===== src/rtl/systolic_array_ctrl.sv =====
// ----------------------------------------------------------------------------
// systolic_array_ctrl
//
// Sequencer for a 4x4 output-stationary systolic array multiplier. It takes
// one job (matrices A and B) over a valid/ready handshake and pulses the
// array accumulator clear. It then streams skewed, zero-padded row and
// column data into the array while o_doProcess is high. After the last PE
// has settled it captures the 4x4 result and offers it on a second
// valid/ready handshake. Only one job is in flight at a time.
//
// Ports
//   i_clk         clock, all logic on the rising edge
//   i_srst_n      synchronous active-low reset
//   i_valid       job request, i_a/i_b valid
//   o_ready       controller can accept a job (idle)
//   i_a, i_b      operand matrices, [row][col] of DATA_W bits
//   o_arrayClear  one-cycle accumulator clear pulse to the array
//   o_doProcess   array enable while streaming
//   o_row         row streams, element [i][0] is consumed by the array
//   o_col         column streams, element [j][0] is consumed by the array
//   i_c           raw accumulator values from the array
//   o_cValid      captured result valid
//   i_cReady      consumer accepts the result
//   o_c           captured result C = A*B (mod 2^ACC_W)
//   o_busy        controller is not idle
//   o_jobCount    completed-job counter, wraps
// ----------------------------------------------------------------------------
module systolic_array_ctrl #(
    parameter int N              = 4,
    parameter int DATA_W         = 8,
    parameter int ACC_W          = 16,
    parameter int COMPUTE_CYCLES = 10,
    parameter int DRAIN_CYCLES   = 1
) (
    input  logic                                   i_clk,
    input  logic                                   i_srst_n,
    input  logic                                   i_valid,
    output logic                                   o_ready,
    input  logic [N-1:0][N-1:0][DATA_W-1:0]        i_a,
    input  logic [N-1:0][N-1:0][DATA_W-1:0]        i_b,
    output logic                                   o_arrayClear,
    output logic                                   o_doProcess,
    output logic [N-1:0][2*N-2:0][DATA_W-1:0]      o_row,
    output logic [N-1:0][2*N-2:0][DATA_W-1:0]      o_col,
    input  logic [N-1:0][N-1:0][ACC_W-1:0]         i_c,
    output logic                                   o_cValid,
    input  logic                                   i_cReady,
    output logic [N-1:0][N-1:0][ACC_W-1:0]         o_c,
    output logic                                   o_busy,
    output logic [15:0]                            o_jobCount
);

    localparam int STREAM_LEN = 2 * N - 1;
    localparam int CNT_MAX    = (COMPUTE_CYCLES > DRAIN_CYCLES) ? COMPUTE_CYCLES : DRAIN_CYCLES;
    localparam int CNT_W      = $clog2(CNT_MAX + 1);

    typedef enum logic [2:0] {
        ST_IDLE,
        ST_CLEAR,
        ST_RUN,
        ST_DRAIN,
        ST_DONE
    } state_t;

    state_t             state;
    state_t             next_state;
    logic [CNT_W-1:0]   cycle_cnt;
    logic               accept;
    logic               last_drain;
    logic               c_handshake;
    logic               next_ready;
    logic               next_clear;
    logic               next_process;
    logic               next_busy;

    // Next-state logic. The status outputs are decoded from the next state
    // here and registered below, so they change on the same edge as the
    // state itself and never glitch.
    always_comb begin
        next_state   = state;
        accept       = 1'b0;
        last_drain   = 1'b0;
        c_handshake  = 1'b0;
        next_ready   = 1'b0;
        next_clear   = 1'b0;
        next_process = 1'b0;
        next_busy    = 1'b1;

        case (state)
            ST_IDLE: begin
                if (i_valid && o_ready) begin
                    accept     = 1'b1;
                    next_state = ST_CLEAR;
                end
            end
            ST_CLEAR: begin
                next_state = ST_RUN;
            end
            ST_RUN: begin
                if (cycle_cnt == CNT_W'(COMPUTE_CYCLES - 1)) begin
                    next_state = ST_DRAIN;
                end
            end
            ST_DRAIN: begin
                if (cycle_cnt == CNT_W'(DRAIN_CYCLES - 1)) begin
                    last_drain = 1'b1;
                    next_state = ST_DONE;
                end
            end
            ST_DONE: begin
                if (o_cValid && i_cReady) begin
                    c_handshake = 1'b1;
                    next_state  = ST_IDLE;
                end
            end
            default: begin
                next_state = ST_IDLE;
            end
        endcase

        case (next_state)
            ST_IDLE: begin
                next_ready = 1'b1;
                next_busy  = 1'b0;
            end
            ST_CLEAR: begin
                next_clear = 1'b1;
            end
            ST_RUN: begin
                next_process = 1'b1;
            end
            default: begin
            end
        endcase
    end

    // State register together with the registered status outputs. Reset
    // drops any in-flight job and returns to idle with o_ready high.
    always_ff @(posedge i_clk) begin
        if (!i_srst_n) begin
            state        <= ST_IDLE;
            o_ready      <= 1'b1;
            o_arrayClear <= 1'b0;
            o_doProcess  <= 1'b0;
            o_busy       <= 1'b0;
        end else begin
            state        <= next_state;
            o_ready      <= next_ready;
            o_arrayClear <= next_clear;
            o_doProcess  <= next_process;
            o_busy       <= next_busy;
        end
    end

    // Shared cycle counter for RUN and DRAIN. It restarts at zero on every
    // state change, so each phase counts its own length from zero.
    always_ff @(posedge i_clk) begin
        if (!i_srst_n) begin
            cycle_cnt <= '0;
        end else if (next_state != state) begin
            cycle_cnt <= '0;
        end else if (state == ST_RUN || state == ST_DRAIN) begin
            cycle_cnt <= cycle_cnt + CNT_W'(1);
        end
    end

    // Operand streams. On accept, row i is loaded delayed by i slots and
    // column j delayed by j slots, with zero padding elsewhere. This makes
    // PE[i][j] see A[i][k] and B[k][j] in the same cycle. Each RUN edge
    // shifts toward slot 0 and back-fills with zero, so after STREAM_LEN
    // shifts the streams are empty and stay empty through DRAIN/DONE.
    always_ff @(posedge i_clk) begin
        if (!i_srst_n) begin
            o_row <= '0;
            o_col <= '0;
        end else if (accept) begin
            for (int i = 0; i < N; i++) begin
                for (int k = 0; k < STREAM_LEN; k++) begin
                    if (k >= i && k - i < N) begin
                        o_row[i][k] <= i_a[i][k-i];
                        o_col[i][k] <= i_b[k-i][i];
                    end else begin
                        o_row[i][k] <= '0;
                        o_col[i][k] <= '0;
                    end
                end
            end
        end else if (state == ST_RUN) begin
            for (int i = 0; i < N; i++) begin
                for (int k = 0; k < STREAM_LEN - 1; k++) begin
                    o_row[i][k] <= o_row[i][k+1];
                    o_col[i][k] <= o_col[i][k+1];
                end
                o_row[i][STREAM_LEN-1] <= '0;
                o_col[i][STREAM_LEN-1] <= '0;
            end
        end
    end

    // Result capture and job counting. The array output is sampled once at
    // the end of DRAIN and held unchanged until the consumer takes it.
    always_ff @(posedge i_clk) begin
        if (!i_srst_n) begin
            o_c        <= '0;
            o_cValid   <= 1'b0;
            o_jobCount <= '0;
        end else if (last_drain) begin
            o_c        <= i_c;
            o_cValid   <= 1'b1;
            o_jobCount <= o_jobCount + 16'd1;
        end else if (c_handshake) begin
            o_cValid   <= 1'b0;
        end
    end

endmodule


===== config.mk =====
export PLATFORM = sky130hd
export DESIGN_NAME = systolic_array_ctrl
export DESIGN_NICKNAME = d
export VERILOG_FILES = /design/src/rtl/systolic_array_ctrl.sv
export SDC_FILE = /design/constraint.sdc
export NUM_CORES = 1
export LEC_CHECK = 0
export ABC_AREA = 0
export CORE_AREA = 4 4 479 481
export CTS_CLUSTER_DIAMETER = 30
export CTS_CLUSTER_SIZE = 14
export DETAILED_ROUTE_END_ITERATION = 10
export DIE_AREA = 0 0 483 485
export SLEW_MARGIN = 30
export SYNTH_ARGS = -nofsm -noshare
export SYNTH_HDL_FRONTEND = slang
export SYNTH_SLANG_ARGS = --single-unit
export TNS_END_PERCENT = 5

===== constraint.sdc =====
create_clock -name i_clk -period 2.4 [get_ports i_clk]
set_clock_uncertainty 0.05 [all_clocks]
set_input_delay 0.48 -clock i_clk [delete_from_list [all_inputs] [get_ports i_clk]]
set_output_delay 0.48 -clock i_clk [all_outputs]
set_load 0.01 [all_outputs]

==> results by group <==
Flow run
  – Max_cap viols: 0

Floorplanning
  – Initial Util: 0.109
  – Total Die Area: 0.234 sq mm
  – Row Count: 174
  – IO Count: 1241
  – Core area: 0.225 sq mm
  – Die Height: roughly 490 um
  – Chip width: slightly below 500 um

Yosys
  – FF+latch count, synth: roughly 640
  – Syn_area_per_cell: 7.81 sq um
  – Post-synth top flop: dfxtp_1
  – Commonest cells in the netlist: nand2_1, dfxtp_1, a21oi_1, nor2_1, a311oi_1
  – Post-synth EDFFs: 0
  – Yosys top cell area share: 0.521
  – Post-Syn Area: about 0.024 sq mm
  – Largest cells by area after synthesis: dfxtp_1, nand2_1, a21oi_1
  – Top-count cell post-synth: nand2_1
  – Post-synth ARST share: 0
  – Leading area contributor after synthesis: dfxtp_1
  – Library cells used by synthesis: 40
  – Synthesis Warnings: 0
  – Sequential area share after synthesis: 0.521
  – Post-Syn Instances: 3127

STA
  – Worst slew margin: 0.561
  – Setup TNS: 0 ps
  – Hold Vio Cnt, Final: 0
  – RSZ-0062 raised after global routing: yes
  – Final Setup Violations: 0
  – Max Transition Viols Final: 0
  – Fin Hold WS: 224 ps
  – Post-layout min period: 2310 ps
  – Fin crit share: 0.962
  – Tightest Pin Transition: 658 ps
  – Fmax: approximately 430 MHz

Global route
  – Largest net degree at the start of global routing: 87
  – GRT overflow: 0
  – Vias in the first global route: 27200
  – Global-route wire length before repair: 221000 um
  – Initial antenna violation count: 85
  – Total GRT Usage: 0.133

Worst setup path
  – CP endpoint kind: primary output
  – Startpoint types: register
  – Critical Path AT: 1780 ps
  – WP buf/inv: 1
  – CP top delay family: buffers and inverters
  – Crit Path Class: reg2out
  – Max incr delay on CP: 640 ps
  – Crit-path max FO: 3
  – WP data required: around 1900 ps
  – Slowest cell on crit path: clkdlybuf4s50_1
  – Worst path cell trace: clkdlybuf4s50_1

Status
  – Outcome: complete, no violations

Clocking
  – Sink Count: 636
  – Post-CTS Setup Bufs: 0
  – CTS Buf Count: approximately 170
  – CTS tree: done
  – Clk slew on worst S/H paths: 40 ps
  – Max clock buf depth: 3
  – Clock root buffer master: clkbuf_16
  – Clock latency on the worst-skew pair: approximately 760 ps
  – Cts hold-fix bufs: 0
  – H-tree levels: 4

Placement
  – Detailed Place HPWL: 137000 um
  – RD Place Congestion: 0.920
  – Port buffer count: 1144

Layout
  – Area delta synth->final: 87.1%
  – Share of layout cells above drive strength 1: 0.113
  – Fin nets: around 5000

Power
  – P per Cell Area: 910 mW/mm^2
  – Worst VDD drop: 0.627 mV
  – Leakage: about 16 nW

Drt
  – Drt total wl: 164000 um
  – DR vias/cell: 3.66
  – Antenna Nets Post-Route: 0
  – Via Count: 27400
  – # DRC: 0
  – WL per Instance: about 22 um
  – Initial DRC Count: 1396
  – Pre-Repair DR Iteration Count: 5

Hold path
  – Hold WC Path Type: in2reg
[worst paths after layout]
| check | from | end | slack (ps) | cells after the start |
|---|---|---|---|---|
| setup / recovery | o_col[90] | o_col[90] | 90 | 1 |
| hold / removal | i_c[203] | o_c[203] | 220 | 3 |
| setup reg to reg | cycle_cnt[1] | o_jobCount[15] | 100 | 6 |
| hold reg to reg | o_c[235] | o_c[235] | 400 | 2 |
[routing by layer]
metal  up-vias  global-route usage  routed length, um
li1      12800                   -                  -
met1     12900               0.131              57200
met2      1334               0.237              82300
met3       298              0.0698              18500
met4        50              0.0494               6080
met5         -                   0                354
[report_power, final]
part | switching, mW | internal, mW
clock | 7.12 | 16.4
sequential | 0.781 | 11.3
combinational | 3.30 | 2.68
[layout make-up]
| cell class | instances | area (sq um) |
|---|---|---|
| multi-input cells | 2221 | 10200 |
| clock inverters | 76 | 1250 |
| repair buffers | 1305 | 12900 |
| clock buffers | 223 | 4680 |
| well taps | 2992 | 3740 |
| flip-flops and latches | 636 | 12800 |
| inverters | 10 | 45.0 |
| diodes | 30 | 75.1 |
| fillers | 24800 | 179000 |
[logic make-up after synthesis]
| family | after synthesis | synth area share |
|---|---|---|
| simple gates | 1471 | 0.235 |
| compound gates | 640 | 0.162 |
| flops | 636 | 0.521 |
| buf+inv | 365 | 0.0761 |
| xor+xnor | 10 | 0.00358 |
| fa+ha+maj | 4 | 0.00205 |
| other cells | 1 | 0.000153 |
[placed cells by master, fill, tap and decap left out, types with 3 or more instances in the layout]
cell type	Yosys	routed
clkinv_2	0	22
clkbuf_1	140	26
xor2_1	4	4
buf_12	0	32
dfxtp_1	636	606
bufinv_16	0	26
inv_6	0	3
a311oi_1	192	192
xnor2_1	6	6
dlymetal6s2s_1	0	9
clkdlybuf4s50_1	0	994
nor3_1	3	3
buf_4	96	157
o21ai_0	10	10
clkbuf_16	0	166
conb_1	1	96
ha_1	4	4
dfxtp_4	0	3
nand4_1	4	4
or3_1	8	8
clkinv_4	0	5
a21oi_1	428	428
dfxtp_2	0	27
inv_1	9	9
clkdlybuf4s15_1	0	3
nor2_1	206	206
clkbuf_8	0	31
dlygate4sd2_1	0	107
inv_16	0	6
a211oi_1	3	3
nand2_1	1163	1162
nand3_1	68	68
diode_2	0	30
clkinvlp_4	0	10
[what timing repair did]
action                     CTS  global route
hold endpoints to repair     0             0
gates resized for setup    146            15
setup endpoints to repair  135            15
[stage by stage]
| stage | setup WS (ps) | instances | cell area, sq um | utilization | total power [mW] |
|---|---|---|---|---|---|
| after global routing | -13.0 | 7480 | 45700 | 0.203 | 43.2 |
| after floorplan | 366 | 3222 | 24800 | - | 14.3 |
| final | 91.5 | 7493 | 45700 | 0.203 | 41.6 |
| after detailed placement | -226 | 7164 | 39800 | 0.177 | 18.5 |
| after CTS | -92.2 | 7463 | 45600 | 0.203 | 42.3 |
| after global placement | -220 | 7164 | 39800 | 0.177 | 18.5 |
[state kept, by name, summed over array words and instances, names as in the netlist]
name / cells
o_busy: 1
o_c: 256
o_jobCount: 16
cycle_cnt: 4
o_arrayClear: 1
o_doProcess: 1
o_ready: 1
o_cValid: 1
state: 3
o_row: 176
o_col: 176
Power figures use the tool's default switching activity.
